[config.mk]
export PLATFORM = sky130hd
export DESIGN_NAME = fifo_tx_serializer_flat
export DESIGN_NICKNAME = d
export VERILOG_FILES = /design/src/rtl/fifo_tx_serializer_if.sv /design/src/rtl/fifo_tx_serializer.sv /design/src/flat_wrapper.sv
export SDC_FILE = /design/constraint.sdc
export NUM_CORES = 1
export LEC_CHECK = 0
export ABC_AREA = 1
export CELL_PAD_IN_SITES_DETAIL_PLACEMENT = 1
export CELL_PAD_IN_SITES_GLOBAL_PLACEMENT = 1
export CORE_MARGIN = 1
export CORE_UTILIZATION = 44
export CTS_CLUSTER_SIZE = 20
export DETAILED_ROUTE_END_ITERATION = 10
export PLACE_DENSITY = 0.85
export SETUP_SLACK_MARGIN = 0.15
export SYNTH_ARGS = -nofsm -noshare
export SYNTH_HDL_FRONTEND = slang
export SYNTH_SLANG_ARGS = --single-unit
[constraint.sdc]
create_clock -name clock_i -period 2.3 [get_ports clock_i]
set_input_delay 0.23 -clock clock_i [delete_from_list [all_inputs] [get_ports clock_i]]
set_output_delay 0.23 -clock clock_i [all_outputs]
set_load 0.1 [all_outputs]
[src/rtl/fifo_tx_serializer_if.sv]
// ============================================================================
// fifo_tx_serializer_if : FIFO read port, control and serial-line bundle
// Rev 1.0 - initial release
// ============================================================================
`default_nettype none

interface fifo_tx_serializer_if #(
  parameter int DATA_WIDTH = 8
);
  logic                  enable;
  logic                  fifo_empty;
  logic                  fifo_rd;
  logic [DATA_WIDTH-1:0] fifo_rd_data;
  logic                  tx;
  logic                  busy;
  logic                  byte_done;

  // master: the serializer itself; slave: FIFO / controller side
  modport master (
    input  enable, fifo_empty, fifo_rd_data,
    output fifo_rd, tx, busy, byte_done
  );

  modport slave (
    output enable, fifo_empty, fifo_rd_data,
    input  fifo_rd, tx, busy, byte_done
  );
endinterface

`default_nettype wire

[src/rtl/fifo_tx_serializer.sv]
// ============================================================================
// fifo_tx_serializer : pops FIFO words and sends them as async serial frames
// Rev 1.0 - initial release
// ============================================================================
`default_nettype none

module fifo_tx_serializer #(
  parameter int DATA_WIDTH   = 8,
  parameter int CLKS_PER_BIT = 16,
  parameter int PARITY_EN    = 0,
  parameter int STOP_BITS    = 1
) (
  input  wire logic              clock_i,
  input  wire logic              rst_ni,
  fifo_tx_serializer_if.master   bus_io
);

  localparam int BAUD_W  = $clog2(CLKS_PER_BIT);
  localparam int BIT_MAX = (DATA_WIDTH > STOP_BITS) ? DATA_WIDTH : STOP_BITS;
  localparam int BIT_W   = $clog2(BIT_MAX);

  localparam logic [BAUD_W-1:0] C_BAUD_LAST = BAUD_W'(CLKS_PER_BIT - 1);
  localparam logic [BIT_W-1:0]  C_DATA_LAST = BIT_W'(DATA_WIDTH - 1);
  localparam logic [BIT_W-1:0]  C_STOP_LAST = BIT_W'(STOP_BITS - 1);

  typedef enum logic [2:0] {
    S_IDLE   = 3'd0,
    S_POP    = 3'd1,
    S_LATCH  = 3'd2,
    S_START  = 3'd3,
    S_DATA   = 3'd4,
    S_PARITY = 3'd5,
    S_STOP   = 3'd6
  } state_t;

  state_t                state_q, state_d;
  logic [BAUD_W-1:0]     baud_q, baud_d;
  logic [BIT_W-1:0]      bit_q, bit_d;
  logic [DATA_WIDTH-1:0] shift_q, shift_d;
  logic                  parity_q, parity_d;
  logic                  tx_q, tx_d;
  logic                  rd_q, rd_d;
  logic                  busy_q, busy_d;
  logic                  done_q, done_d;

  logic                  w_baud_end;
  logic [DATA_WIDTH-1:0] w_shift_nx;

  assign w_baud_end = (baud_q == C_BAUD_LAST);
  assign w_shift_nx = shift_q >> 1;

  always_ff @(posedge clock_i or negedge rst_ni) begin
    if (!rst_ni) begin
      state_q  <= S_IDLE;
      baud_q   <= '0;
      bit_q    <= '0;
      shift_q  <= '0;
      parity_q <= 1'b0;
      tx_q     <= 1'b1;
      rd_q     <= 1'b0;
      busy_q   <= 1'b0;
      done_q   <= 1'b0;
    end else begin
      state_q  <= state_d;
      baud_q   <= baud_d;
      bit_q    <= bit_d;
      shift_q  <= shift_d;
      parity_q <= parity_d;
      tx_q     <= tx_d;
      rd_q     <= rd_d;
      busy_q   <= busy_d;
      done_q   <= done_d;
    end
  end

  always_comb begin
    state_d  = state_q;
    baud_d   = baud_q;
    bit_d    = bit_q;
    shift_d  = shift_q;
    parity_d = parity_q;
    tx_d     = tx_q;
    rd_d     = 1'b0;
    busy_d   = busy_q;
    done_d   = 1'b0;

    // Bit-timed states share one baud counter; transitions happen on its last count
    if ((state_q == S_START) || (state_q == S_DATA) ||
        (state_q == S_PARITY) || (state_q == S_STOP)) begin
      baud_d = w_baud_end ? '0 : baud_q + BAUD_W'(1);
    end

    case (state_q)
      S_IDLE: begin
        tx_d = 1'b1;
        if (bus_io.enable && !bus_io.fifo_empty) begin
          rd_d    = 1'b1;
          busy_d  = 1'b1;
          state_d = S_POP;
        end
      end
      S_POP: begin
        state_d = S_LATCH;
      end
      S_LATCH: begin
        shift_d  = bus_io.fifo_rd_data;
        parity_d = ^bus_io.fifo_rd_data;
        tx_d     = 1'b0;
        baud_d   = '0;
        bit_d    = '0;
        state_d  = S_START;
      end
      S_START: begin
        if (w_baud_end) begin
          tx_d    = shift_q[0];
          bit_d   = '0;
          state_d = S_DATA;
        end
      end
      S_DATA: begin
        if (w_baud_end) begin
          if (bit_q == C_DATA_LAST) begin
            bit_d = '0;
            if (PARITY_EN != 0) begin
              tx_d    = parity_q;
              state_d = S_PARITY;
            end else begin
              tx_d    = 1'b1;
              state_d = S_STOP;
            end
          end else begin
            bit_d   = bit_q + BIT_W'(1);
            shift_d = w_shift_nx;
            tx_d    = w_shift_nx[0];
          end
        end
      end
      S_PARITY: begin
        if (w_baud_end) begin
          tx_d    = 1'b1;
          bit_d   = '0;
          state_d = S_STOP;
        end
      end
      S_STOP: begin
        if (w_baud_end) begin
          if (bit_q == C_STOP_LAST) begin
            done_d  = 1'b1;
            busy_d  = 1'b0;
            bit_d   = '0;
            state_d = S_IDLE;
          end else begin
            bit_d = bit_q + BIT_W'(1);
          end
        end
      end
      default: begin
        state_d = S_IDLE;
      end
    endcase
  end

  assign bus_io.fifo_rd   = rd_q;
  assign bus_io.tx        = tx_q;
  assign bus_io.busy      = busy_q;
  assign bus_io.byte_done = done_q;

endmodule

`default_nettype wire

[src/flat_wrapper.sv]
// flat-port wrapper written by rule: the top's interface ports become plain ports
module fifo_tx_serializer_flat 
#(
  parameter int DATA_WIDTH   = 8,
  parameter int CLKS_PER_BIT = 16,
  parameter int PARITY_EN    = 0,
  parameter int STOP_BITS    = 1
)
  (clock_i, rst_ni, bus_io_enable, bus_io_fifo_empty, bus_io_fifo_rd_data, bus_io_fifo_rd, bus_io_tx, bus_io_busy, bus_io_byte_done);
  fifo_tx_serializer_if #(.DATA_WIDTH(DATA_WIDTH)) bus_io_i ();
  input  wire logic clock_i;
  input  wire logic rst_ni;
  input wire logic [$bits(bus_io_i.enable)-1:0] bus_io_enable;
  input wire logic [$bits(bus_io_i.fifo_empty)-1:0] bus_io_fifo_empty;
  input wire logic [$bits(bus_io_i.fifo_rd_data)-1:0] bus_io_fifo_rd_data;
  output wire logic [$bits(bus_io_i.fifo_rd)-1:0] bus_io_fifo_rd;
  output wire logic [$bits(bus_io_i.tx)-1:0] bus_io_tx;
  output wire logic [$bits(bus_io_i.busy)-1:0] bus_io_busy;
  output wire logic [$bits(bus_io_i.byte_done)-1:0] bus_io_byte_done;
  assign bus_io_i.enable = bus_io_enable;
  assign bus_io_i.fifo_empty = bus_io_fifo_empty;
  assign bus_io_i.fifo_rd_data = bus_io_fifo_rd_data;
  assign bus_io_fifo_rd = bus_io_i.fifo_rd;
  assign bus_io_tx = bus_io_i.tx;
  assign bus_io_busy = bus_io_i.busy;
  assign bus_io_byte_done = bus_io_i.byte_done;
  fifo_tx_serializer #(.DATA_WIDTH(DATA_WIDTH), .CLKS_PER_BIT(CLKS_PER_BIT), .PARITY_EN(PARITY_EN), .STOP_BITS(STOP_BITS)) u_core (.clock_i(clock_i), .rst_ni(rst_ni), .bus_io(bus_io_i));
endmodule
### Word-level counts from Yosys, hierarchy flattened

Index checks and enable logic that the tools add are counted.

* add/sub/neg operators: 2
* multiply operators: 0
* divide/modulo/power cells: 0
* magnitude comparators: 0
* eq/ne operators: 17
* shifts and indexed selects: 0
* muxes and demuxes: 34
* bitwise logic cells: 0
* reductions and logical operators: 18

Operators by type and width (count)
* 3-bit 2-to-1 mux: 12
* 3-bit one-hot mux with 7 select lines: 1
* 8-bit 2-to-1 mux: 2
* 8-bit one-hot mux with 2 select lines: 1
* 3-bit equality test, second input constant: 4
* 1-bit 2-to-1 mux: 12
* 4-bit 2-to-1 mux: 3
* 2-bit by 1-bit inequality test with 1-bit output, second input constant: 6
* 3-bit one-hot mux with 4 select lines: 1
* 4-bit AND reduction: 3
* 7-bit AND reduction: 1
* 3-bit by 2-bit equality test with 1-bit output, second input constant: 2
* 3-bit logical NOT: 2
* 2-bit inequality test, second input constant: 3
* 2-bit nonzero test: 3
* 1-bit one-hot mux with 5 select lines: 1
* 5-bit nonzero test: 1
* 4-bit by 1-bit adder with 4-bit output, second input constant: 1
* 4-bit equality test, second input constant: 1
* 4-bit nonzero test: 1
* 3-bit by 1-bit adder with 3-bit output, second input constant: 1
* 3-bit by 1-bit equality test with 1-bit output, second input constant: 1
* 1-bit logical OR: 3
* 3-bit AND reduction: 1
* 4 further kinds: 4

* register bits after elaboration: 22
* latch bits: 0
* bits in writable memories: 0
* memory bits (read-only): 0
* memories: 0

### Longest topological paths before layout

Gate-level depths: netlist of run 1.

* word-level depth: 6
* gate-level depth with buffers: 10

### Least setup slack after synthesis of run 1

OpenSTA, ideal clock, no wires.

* path type: flip-flop to flip-flop
* start point: register u_core.bit_q[0]
* end point: register u_core.shift_q[7]
* library setup time: 0.117 ns
* arrival: 1.233 ns
* slack: 0.950 ns
* stages on the path, launching flop included: 7
* buffers on the path: 0
* clock period less this slack: 1.350 ns
* cells stage by stage: dfrtp_1 ha_1 ha_1 o21ai_4 nand2_4 nand2_1 nand2_1

* word-level cells in the longest chain between the ends: 3

RTL lines
* start: declaration: RTL line fifo_tx_serializer.sv:38 `logic [BIT_W-1:0] bit_q, bit_d;`
* start signal: assignment: RTL line fifo_tx_serializer.sv:66 `bit_q <= bit_d;`
* 3-bit equality test: RTL line fifo_tx_serializer.sv:122 `if (bit_q == C_DATA_LAST) begin`
* 2-bit inequality test (no source line)
* 3-bit AND reduction (no source line)
* end signal: assignment: RTL line fifo_tx_serializer.sv:67 `shift_q <= shift_d;`
* end: declaration: RTL line fifo_tx_serializer.sv:39 `logic [DATA_WIDTH-1:0] shift_q, shift_d;`

No other way between the ends.
A chain may end at the register's enable or synchronous reset.

### Final worst setup path of run 1

* start point: register u_core.state_q[2]
* end point: register u_core.state_q[2]

* word-level cells in the longest chain between the ends: 3

RTL lines
* start: declaration: RTL line fifo_tx_serializer.sv:36 `state_t state_q, state_d;`
* start signal: assignment: RTL line fifo_tx_serializer.sv:64 `state_q <= state_d;`
* 3-bit equality test (tied with other cells): RTL line fifo_tx_serializer.sv:93 `case (state_q)`
* 2-bit inequality test (no source line) / 2-bit by 1-bit inequality test with 1-bit output (equally long branches)
* 7-bit AND reduction (no source line)

Several ways; a longest one is shown, not always the timed one.

==> results of run 1 <==
## cells in the mapped netlist, types with 2 or more instances
cell,count
a21oi_1,4
buf_6,3
dfrtp_1,21
ha_1,4
inv_1,11
inv_2,3
nand2_1,68
nand2_2,2
nand2_4,4
nand3_1,23
nor2_1,12
nor2_2,2
nor2_8,3
o21ai_0,4
o21ai_1,3
o21ai_4,2
## path summary, 6_finish.rpt
kind	end	slack, ps	depth (start not counted)	from
max	u_core.state_q[2]	650	6	u_core.state_q[2]
min	u_core.baud_q[0]	260	1	rst_ni
max reg2reg	u_core.state_q[2]	650	6	u_core.state_q[2]
min reg2reg	u_core.bus_io.tx	490	2	u_core.bus_io.tx
max in group asynchronous	u_core.shift_q[0]	1450	2	rst_ni
min in group clock_i	u_core.shift_q[7]	470	3	bus_io_fifo_rd_data[7]
## cells in the final DEF (no fill, tap or decap), types with 5 or more instances in the layout
master	synthesis	routed
buf_4	0	5
clkdlybuf4s50_1	0	11
dfrtp_1	21	21
inv_1	11	11
nand2_1	68	68
nand3_1	23	23
nor2_1	12	12
## metrics by stage
step	power (mW)	instances	worst slack, ps
2_1_floorplan	0.431	178	950
3_3_place_gp	0.465	235	733
3_5_place_dp	0.466	235	679
4_1_cts	0.767	239	626
5_1_grt	0.785	239	529
6_report	0.760	239	650
## critical path: stages, from the launching register on
cell and delay, ps:
dfrtp_1 750, nand3_1 260, nor2_1 270, nor2_1 80
nand3_1 110, nand2_1 60, nand2_1 80
## final cells by class
cell class | instances | area, um^2 | area share
Clock buffer | 3 | 22.5 | 0.0139
Inverter | 16 | 67.6 | 0.0417
Tap cell | 44 | 55.1 | 0.0340
Clock inverter | 1 | 30.0 | 0.0185
Multi-Input combinational cell | 137 | 747 | 0.461
Sequential cell | 22 | 552 | 0.340
Timing Repair Buffer | 16 | 148 | 0.0910
## flip-flops by register name, indices dropped and copies added (netlist names)
name	cells
u_core.baud_q	4
u_core.bus_io.fifo_rd	1
u_core.bus_io.busy	1
u_core.bus_io.byte_done	1
u_core.bus_io.tx	1
u_core.bit_q	3
u_core.shift_q	8
u_core.state_q	3
## power groups by stage
stage | combinational (mW) | clock [mW] | sequential [mW]
finish | 0.0581 | 0.302 | 0.400
global route | 0.0640 | 0.321 | 0.401
CTS | 0.0595 | 0.308 | 0.400
detailed placement | 0.0594 | 0 | 0.407
global placement | 0.0580 | 0 | 0.407
floorplan | 0.0115 | 0 | 0.420
## layer usage
| metal | global-route usage | vias up |
|---|---|---|
| met2 | 0.369 | 25 |
| met3 | 0.0264 | 6 |
| li1 | - | 601 |
| met1 | 0.261 | 573 |
| met5 | 0 | - |
| met4 | 0.102 | 0 |
## kinds of logic after synthesis
kind of cell / Yosys count / share of synthesized area
and+or+nand+nor: 118 / 0.424
DFF: 22 / 0.394
buffers and inverters: 19 / 0.0724
AOI/OAI and AO/OA: 14 / 0.0679
adders and majority gates: 4 / 0.0357
xor gates and xnor gates: 1 / 0.00626
==> metrics.md, run 1 <==
| Metric | Value |
|---|---|
| Number of vias in the routed layout | `1,205` |
| Area of the placeable core | `3030 um^2` |
| Hold crit path type | `in -> async` |
| First-pass GRT wire length | `5450 um` |
| Nets in the synthesized netlist | `194` |
| Portion of the post-synthesis area used by sequential elements | `0.394` |
| Nature of the critical path startpoint | `flop` |
| Remaining global-route overflow | `0` |
| Highest routed layer | `met4` |
| Largest net degree at the start of global routing | `14` |
| Switching fraction of total power | `0.214` |
| Setup Crit Path Kind | `reg -> reg` |
| Synth-to-layout area growth | `15.8%` |
| Antenna Violating Nets Remaining | `0` |
| Iter 0 DRT Violations | `23` |
| Worst path arrival time | `1910 ps` |
| Register bit count reported by yosys | `22` |
| Per-instance average area after synthesis | `7.87 um^2` |
| Clock Pin Slew Worst Setup and Hold Paths | `130 ps` |
| Prevailing post-synth register cell | `dfrtp_1` |
| Hold Slack | `265 ps` |
| Max Buffers Root-to-Sink | `2` |
| Cell area after synthesis | `1400 um^2` |
| Number of fill cells | `392` |
| Total CTS buffers | `3` |
| Met1 routed wirelength after detailed routing | `1460 um` |
| Overall global routing resource usage | `0.213` |
| Synth warnings | `0` |
| Postcts setup bufs | `0` |
| Standby leakage power | `0.828 nW` |
| Power per Cell Area | `468 nW/um^2` |
| Max Transition Viols Final | `0` |
| Sequential fraction of design power | `0.526` |
| Summed area of non-filler cells in the final layout | `1620 um^2` |
| HPWL after detailed placement | `2480 um` |
| Buffers on Ports | `15` |
| Remaining routing DRC violations | `0` |
| Number of top-level pins | `16` |
| Async set or reset register ratio after synthesis | `1.00` |
| Highest attainable clock frequency | `606 MHz` |
| Root cell of the clock tree | `clkbuf_4` |
| Initial antenna violation count | `0` |
| Count of endpoints failing setup in the final report | `0` |
| Count of flip-flops with a built-in enable after synthesis | `0` |
| Layout net count | `212` |
| Initial cell density of the core | `0.462` |
| Tightest slew margin relative to the limit | `0.603` |
| Run status | `finished clean` |
| Total met2 wirelength after detailed routing | `1530 um` |
| Antenna Cells | `0` |
| Rows | `20` |
| Critical Path End Type | `flop` |
| Number of H-tree levels | `1` |
| Die ar. | `3410 um^2` |
| Unrepaired setup endpoints after global routing | `no` |
| Die outline width | `58.4 um` |
| Data required time at the worst endpoint | `2560 ps` |
| Count of different cell masters after synthesis | `25` |
| Utilization of the core after routing | `0.536` |
| Synthesized instance count | `178` |
| Tcrit/Tclk final | `0.717` |
| Routed length on met3 | `132 um` |
| Net load switching power | `0.163 mW` |
| Combinational group share of total power | `0.076` |
| Via count of the first global-routing pass | `1,261` |
| Post-route setup TNS | `0 ps` |
| Largest clock skew in the final design | `4.19 ps` |
| Number of maximum-capacitance violations | `0` |
| Biggest area contributors in the synthesized netlist | `dfrtp_1, nand2_1, nand3_1` |
| Share of post-route cells with drive strength above 1 | `0.159` |
| Average wire per cell in the routed design | `13.3 um` |
| Transition time of the tightest slew-check pin | `596 ps` |
| Final Hold Viols | `0` |
| Crit path max fanout | `9` |
| Internal portion of total power | `0.597 mW` |
| Clock network power share | `0.397` |
| Source-to-sink clock delay at the later pin of the worst-skew pair | `310 ps` |
| Vias per std cell | `5.04` |
| Cell area reported after detailed placement | `1570 um^2` |
| TritonCTS clock tree | `done` |
| Tmin final | `1650 ps` |
| # resized after CTS | `0` |
| Leading area contributor after synthesis | `dfrtp_1` |
| Worst ir drop on vdd | `0.246 mV` |
| Cts-stage hold buffer count | `0` |
| Clock Sink Count | `22` |
| Portion of synthesized cell area occupied by the leading cell type | `0.375` |
| Vert. Die Dim | `58.4 um` |
| Routed wire length | `3180 um` |
| Placer congestion estimate | `0.849` |
| Number of detailed-routing iterations run before antenna repair | `4` |
No activity file was read; power rests on OpenSTA's default activity.
==> run 2, diff against run 1 <==
--- a/config.mk
+++ b/config.mk
@@ -9,10 +9,10 @@
 export CELL_PAD_IN_SITES_DETAIL_PLACEMENT = 1
 export CELL_PAD_IN_SITES_GLOBAL_PLACEMENT = 1
 export CORE_MARGIN = 1
-export CORE_UTILIZATION = 44
+export CORE_UTILIZATION = 41
 export CTS_CLUSTER_SIZE = 20
 export DETAILED_ROUTE_END_ITERATION = 10
-export PLACE_DENSITY = 0.85
+export PLACE_DENSITY = 0.8
 export SETUP_SLACK_MARGIN = 0.15
 export SYNTH_ARGS = -nofsm -noshare
 export SYNTH_HDL_FRONTEND = slang
==> constraint.sdc (replaced) <==
create_clock -name clock_i -period 1.57 [get_ports clock_i]
set_input_delay 0.157 -clock clock_i [delete_from_list [all_inputs] [get_ports clock_i]]
set_output_delay 0.157 -clock clock_i [all_outputs]
set_load 0.1 [all_outputs]
==> run 2 against run 1 <==
Against the previous run: sequential cell count is the same; clock-buffer cell count is the same; cell count grew 7.1%; utilization grew 7.2 points; register-to-register slack lost 530 ps; non-clock buffer count grew 17; highest routed layer unchanged.
==> metrics.md, run 2 (same netlist as run 1, synthesis figures left out) <==
| Metric | Value |
|---|---|
| Tcrit/Tclk final | `0.922 (+0.205)` |
| HPWL after detailed placement | `2580 um (+4.0%)` |
| Nature of the critical path startpoint | `flop` |
| Transition time of the tightest slew-check pin | `305 ps (-290 ps)` |
| Unrepaired setup endpoints after global routing | `yes` |
| Number of vias in the routed layout | `1,285 (+6.6%)` |
| Iter 0 DRT Violations | `38 (+65%)` |
| Worst path arrival time | `1670 ps (-240 ps)` |
| Tmin final | `1450 ps (-202 ps)` |
| Clock Pin Slew Worst Setup and Hold Paths | `140 ps (about the same)` |
| Total CTS buffers | `3 (unchanged)` |
| Average wire per cell in the routed design | `15.1 um (+14%)` |
| Highest attainable clock frequency | `691 MHz (+14%)` |
| Power per Cell Area | `589 nW/um^2 (+26%)` |
| Top library cells by usage in the layout, fill and taps aside | `nand2_1, nand3_1, dfrtp_1` |
| First-pass GRT wire length | `6020 um (+10%)` |
| Hold crit path type | `in -> async` |
| Rows | `20 (unchanged)` |
| Share of post-route cells with drive strength above 1 | `0.340 (+0.181)` |
| Largest register FFs | `8 (unchanged)` |
| Area of the placeable core | `3150 um^2 (+4.1%)` |
| Number of detailed-routing iterations run before antenna repair | `4 (unchanged)` |
| Layout net count | `229 (+8.0%)` |
| Number of top-level pins | `16 (unchanged)` |
| Initial antenna violation count | `0 (unchanged)` |
| Setup Crit Path Kind | `reg -> reg` |
| Hold Slack | `167 ps (-97.3 ps)` |
| Remaining routing DRC violations | `0 (unchanged)` |
| Vias per std cell | `5.02 (-0.44%)` |
| Overall global routing resource usage | `0.227 (+0.0146)` |
| Source-to-sink clock delay at the later pin of the worst-skew pair | `320 ps (about the same)` |
| Worst reg2reg setup slack | `120 ps (-530 ps)` |
| TritonCTS clock tree | `done` |
| Utilization of the core after routing | `0.608 (+0.0724)` |
| Minimum setup slack after placement | `80.4 ps (-599 ps)` |
| Max Transition Viols Final | `0 (unchanged)` |
| Largest net degree at the start of global routing | `23 (+9)` |
| Terminus of the critical flop-to-flop path | `u_core.state_q[1]` |
| Final Hold Viols | `0 (unchanged)` |
| Synth-to-layout area growth | `36.9%` |
| Remaining global-route overflow | `0 (unchanged)` |
| Most common cell after layout, fill and taps aside | `nand2_1` |
| Clock Sink Count | `22 (unchanged)` |
| Crit path max fanout | `3 (-6)` |
| Tightest slew margin relative to the limit | `0.797 (+0.194)` |
| Max Buffers Root-to-Sink | `2 (unchanged)` |
| Post-route setup TNS | `0 ps (unchanged)` |
| Largest clock skew in the final design | `13.4 ps (+9.17 ps)` |
| Count of endpoints failing setup in the final report | `0 (unchanged)` |
| Number of H-tree levels | `1 (unchanged)` |
| Root cell of the clock tree | `clkbuf_4` |
| Worst reg-to-reg path cell count | `8 (+2)` |
| Number of maximum-capacitance violations | `0 (unchanged)` |
| Register containing the most flip-flops in the final layout | `u_core.shift_q` |
| Antenna Violating Nets Remaining | `0 (unchanged)` |
| Antenna Cells | `0 (unchanged)` |
| Worst ir drop on vdd | `0.284 mV (+16%)` |
| Placer congestion estimate | `0.800 (-5.9%)` |
| Standby leakage power | `0.926 nW (+12%)` |
| Via count of the first global-routing pass | `1,369 (+8.6%)` |
| Worst flop-to-flop path startpoint | `u_core.baud_q[0]` |
| Initial cell density of the core | `0.444 (-0.0183)` |
| Critical Path End Type | `flop` |
| Leading registers by flop count | `u_core.shift_q x8, u_core.baud_q x4` |
| Die outline width | `60.4 um (+3.5%)` |
| Setup slack after layout | `123 ps (-528 ps)` |
| Vert. Die Dim | `60.4 um (+3.5%)` |
| Buffers on Ports | `15 (unchanged)` |
| Die ar. | `3650 um^2 (+7.1%)` |
| Routed wire length | `3880 um (+22%)` |
| Run status | `finished clean` |
| Data required time at the worst endpoint | `1790 ps (-770 ps)` |
==> run 2: cell type report <==
type | count | area (um^2)
sequential | 22 | 556
multi-input combinational | 137 | 853
inverter | 16 | 67.6
fill | 381 | 1240
clock buffer | 3 | 22.5
tap | 44 | 55.1
timing repair buffer | 33 | 333
clock inverter | 1 | 30.0
==> run 2: how the worst max path moves through the flow <==
stage / startpoint / end / slack (ps) / cells after the start
after floorplan: u_core.bit_q[0] / u_core.shift_q[7] / 220 / 6
after global placement: u_core.bit_q[0] / u_core.shift_q[7] / 110 / 6
after detailed placement: u_core.bit_q[0] / u_core.state_q[1] / 80 / 8
after CTS: u_core.bit_q[0] / u_core.state_q[1] / 160 / 8
after global routing: u_core.bit_q[0] / u_core.shift_q[0] / 60 / 6
final: u_core.baud_q[0] / u_core.state_q[1] / 120 / 8
==> run 2: critical path: stages (launching register included) <==
cell     delay [ps]
dfrtp_1         430
ha_4            180
nand2_2          70
nor2_4          140
nor2_1           80
nor2_2          150
nand3_2         110
nand2_1          90
nand2_1          90
==> run 2: repair_timing <==
action | CTS | global route
hold buffers | 0 | 0
pin swaps | 3 | 15
buffers inserted | 6 | 3
resized for setup | 9 | 23
setup endpoints to repair | 13 | 17
==> run 2: per-layer routing <==
layer / wire length, um / vias to the layer above / global-route usage
met5: 0 / - / 0
met4: 51 / 0 / 0.0812
met3: 61 / 7 / 0.0256
met2: 2150 / 13 / 0.429
met1: 1620 / 636 / 0.263
li1: - / 629 / -
==> run 2: power by group <==
group / internal, mW / switching, mW
Clock: 0.258 / 0.190
Sequential: 0.579 / 0.00864
Combinational: 0.0436 / 0.0490
==> run 2: stage by stage <==
stage | cell area (um^2) | power (mW) | std cells
global placement | 1680 | 0.688 | 243
floorplan | 1400 | 0.632 | 178
CTS | 1800 | 1.14 | 253
finish | 1920 | 1.13 | 256
global route | 1920 | 1.18 | 256
detailed placement | 1680 | 0.691 | 243
==> run 3, diff against run 2 <==
--- a/config.mk
+++ b/config.mk
@@ -10,9 +10,10 @@
 export CELL_PAD_IN_SITES_GLOBAL_PLACEMENT = 1
 export CORE_MARGIN = 1
 export CORE_UTILIZATION = 41
+export CTS_CLUSTER_DIAMETER = 200
 export CTS_CLUSTER_SIZE = 20
 export DETAILED_ROUTE_END_ITERATION = 10
-export PLACE_DENSITY = 0.8
+export PLACE_DENSITY_LB_ADDON = 0.1
 export SETUP_SLACK_MARGIN = 0.15
 export SYNTH_ARGS = -nofsm -noshare
 export SYNTH_HDL_FRONTEND = slang
==> run 3 against run 2 <==
Against the previous run: clock power down 35%; sequential power barely moved; non-clock buffer count decreased by 2; design area decreased by 2.0%; critical endpoint is now u_core.shift_q[1].
==> metrics.md, run 3 (same netlist as run 1, synthesis figures left out) <==
| Metric | Value |
|---|---|
| Antenna Cells | `0 (unchanged)` |
| Crit path max fanout | `8 (+5)` |
| Via count of the first global-routing pass | `1,278 (-6.6%)` |
| Tmin final | `1400 ps (-43.9 ps)` |
| Max stage delay cell, worst path | `dfrtp_1` |
| Max Buffers Root-to-Sink | `2 (unchanged)` |
| Register containing the most flip-flops in the final layout | `u_core.shift_q` |
| Number of vias in the routed layout | `1,260 (-1.9%)` |
| Root cell of the clock tree | `clkbuf_4` |
| Total CTS buffers | `3 (unchanged)` |
| Worst ir drop on vdd | `0.311 mV (+9.3%)` |
| Most numerous cell on the critical path | `nand2_1` |
| Largest net degree at the start of global routing | `13 (-43%)` |
| Clock Pin Slew Worst Setup and Hold Paths | `140 ps (about the same)` |
| Start point of the critical path | `u_core.bit_q[1]` |
| Leading registers by flop count | `u_core.shift_q x8, u_core.baud_q x4` |
| HPWL after detailed placement | `2620 um (+1.4%)` |
| Source-to-sink clock delay at the later pin of the worst-skew pair | `310 ps (about the same)` |
| Largest clock skew in the final design | `4.64 ps (-8.73 ps)` |
| Share of post-route cells with drive strength above 1 | `0.305 (-0.0349)` |
| Die outline width | `60.4 um (unchanged)` |
| Transition time of the tightest slew-check pin | `427 ps (+122 ps)` |
| Largest register FFs | `8 (unchanged)` |
| First-pass GRT wire length | `5920 um (-1.6%)` |
| Utilization of the core after routing | `0.596 (-0.0123)` |
| Initial cell density of the core | `0.444 (unchanged)` |
| Initial antenna violation count | `0 (unchanged)` |
| Terminus of the critical flop-to-flop path | `u_core.shift_q[1]` |
| Max Transition Viols Final | `0 (unchanged)` |
| Post-route setup TNS | `0 ps (unchanged)` |
| Placer congestion estimate | `0.748 (-6.4%)` |
| Routed wire length | `3730 um (-3.8%)` |
| Remaining global-route overflow | `0 (unchanged)` |
| Highest attainable clock frequency | `713 MHz (+3.1%)` |
| Most common cell after layout, fill and taps aside | `nand2_1` |
| Placed instance count | `240 (-1.2%)` |
| Number of H-tree levels | `1 (unchanged)` |
| Final Hold Viols | `0 (unchanged)` |
| Iter 0 DRT Violations | `48 (+26%)` |
| Number of detailed-routing iterations run before antenna repair | `4 (unchanged)` |
| Data required time at the worst endpoint | `1790 ps (about the same)` |
| Worst flop-to-flop path startpoint | `u_core.bit_q[1]` |
| Synth-to-layout area growth | `34.1%` |
| Worst path arrival time | `1620 ps (-50 ps)` |
| Buffers on Ports | `15 (unchanged)` |
| Dominant delay contributor by cell family on the critical path | `flip-flops` |
| Worst reg-to-reg path cell count | `6 (-2)` |
| Number of top-level pins | `16 (unchanged)` |
| TritonCTS clock tree | `done` |
| Vert. Die Dim | `60.4 um (unchanged)` |
| Area occupied by registers | `554 um^2 (-0.23%)` |
| Clock Sink Count | `22 (unchanged)` |
| Cts-stage hold buffer count | `0 (unchanged)` |
| Die ar. | `3650 um^2 (unchanged)` |
| Setup Crit Path Kind | `reg -> reg` |
| Worst reg2reg setup slack | `170 ps (+40 ps)` |
| Layout net count | `227 (-0.87%)` |
| Remaining routing DRC violations | `0 (unchanged)` |
| Critical Path End Type | `flop` |
| Unrepaired setup endpoints after global routing | `yes` |
| Total area of multi-input combinational cells | `820 um^2 (-4.0%)` |
| Non-filler instance count after layout | `254 (-0.78%)` |
| Series of cell instances along the critical path | `ha_2, ha_4, o21ai_4, nand2_4, nand2_1, nand2_1` |
| Overall global routing resource usage | `0.216 (-0.0109)` |
| Standby leakage power | `0.911 nW (-1.6%)` |
| Rows | `20 (unchanged)` |
| Nature of the critical path startpoint | `flop` |
| Hold crit path type | `in -> async` |
| Slowest stage delay, CP | `430 ps (about the same)` |
| Power per Cell Area | `519 nW/um^2 (-12%)` |
| Run status | `finished clean` |
| Tightest slew margin relative to the limit | `0.714 (-0.0822)` |
| Top library cells by usage in the layout, fill and taps aside | `nand2_1, nand3_1, dfrtp_1` |
| Count of endpoints failing setup in the final report | `0 (unchanged)` |
| Tcrit/Tclk final | `0.894 (-0.0280)` |
| Average wire per cell in the routed design | `14.7 um (-3.0%)` |
| Vias per std cell | `4.96 (-1.2%)` |
| Combined buffer and inverter count along the critical path | `0 (unchanged)` |
| Antenna Violating Nets Remaining | `0 (unchanged)` |
| Number of fill cells | `398 (+4.5%)` |
| Number of maximum-capacitance violations | `0 (unchanged)` |
| Area of the placeable core | `3150 um^2 (unchanged)` |
## run 3: changes by cell type in the layout (fill, tap and decap cells not counted), moves of 3 or more
cell     delta
nand2_1     -6
nor2_1      +4
buf_12      +3
nand3_2     -5
buf_4       -5
nand3_1     +5
nand2_2     +7
nor2_2      -3
## run 3: layout make-up
class                   count  area share
clock buffers               4      0.0140
inverters                  16      0.0360
multi-input cells         137       0.436
flip-flops and latches     22       0.295
well taps                  44      0.0293
repair buffers             31       0.189
## run 3: timing repair
item                                    CTS  global route
resized for setup                         9            16
endpoints found under the setup margin   12            15
buffers inserted                          5             5
pin swaps                                 3             9
## run 3: worst max path at each step
| stage | slack, ps | cells past startpoint | endpoint |
|---|---|---|---|
| global placement | 130 | 6 | u_core.shift_q[2] |
| CTS | 160 | 6 | u_core.shift_q[6] |
| global route | 100 | 6 | u_core.shift_q[1] |
| detailed placement | 80 | 6 | u_core.shift_q[2] |
| finish | 170 | 6 | u_core.shift_q[1] |
| floorplan | 220 | 6 | u_core.shift_q[7] |
## run 3: layer usage
| metal | global-route usage | part of all wire | wire, um | vias to the layer above |
|---|---|---|---|---|
| met5 | 0 | 0 | 0 | - |
| met4 | 0.0357 | 0.0059 | 22 | 0 |
| met3 | 0.0213 | 0.016 | 60 | 4 |
| met2 | 0.394 | 0.54 | 2020 | 12 |
| met1 | 0.282 | 0.44 | 1630 | 615 |
| li1 | - | - | - | 629 |
## run 3: stage by stage
stage	hold WS (ps)	setup slack (ps)	instance area, um^2	total power [mW]
after CTS	137	158	1780	0.984
final	126	167	1880	0.974
after global routing	144	99.0	1880	0.999
after detailed placement	462	77.5	1670	0.693
after global placement	458	128	1670	0.690
after floorplan	-139	220	1400	0.632
## run 3: power breakdown
group / leakage, nW / internal [mW] / switching, mW
sequential: 0.255 / 0.579 / 0.00984
clock: 0.0150 / 0.0992 / 0.190
combinational: 0.641 / 0.0460 / 0.0493
total: 0.911 / 0.725 / 0.249
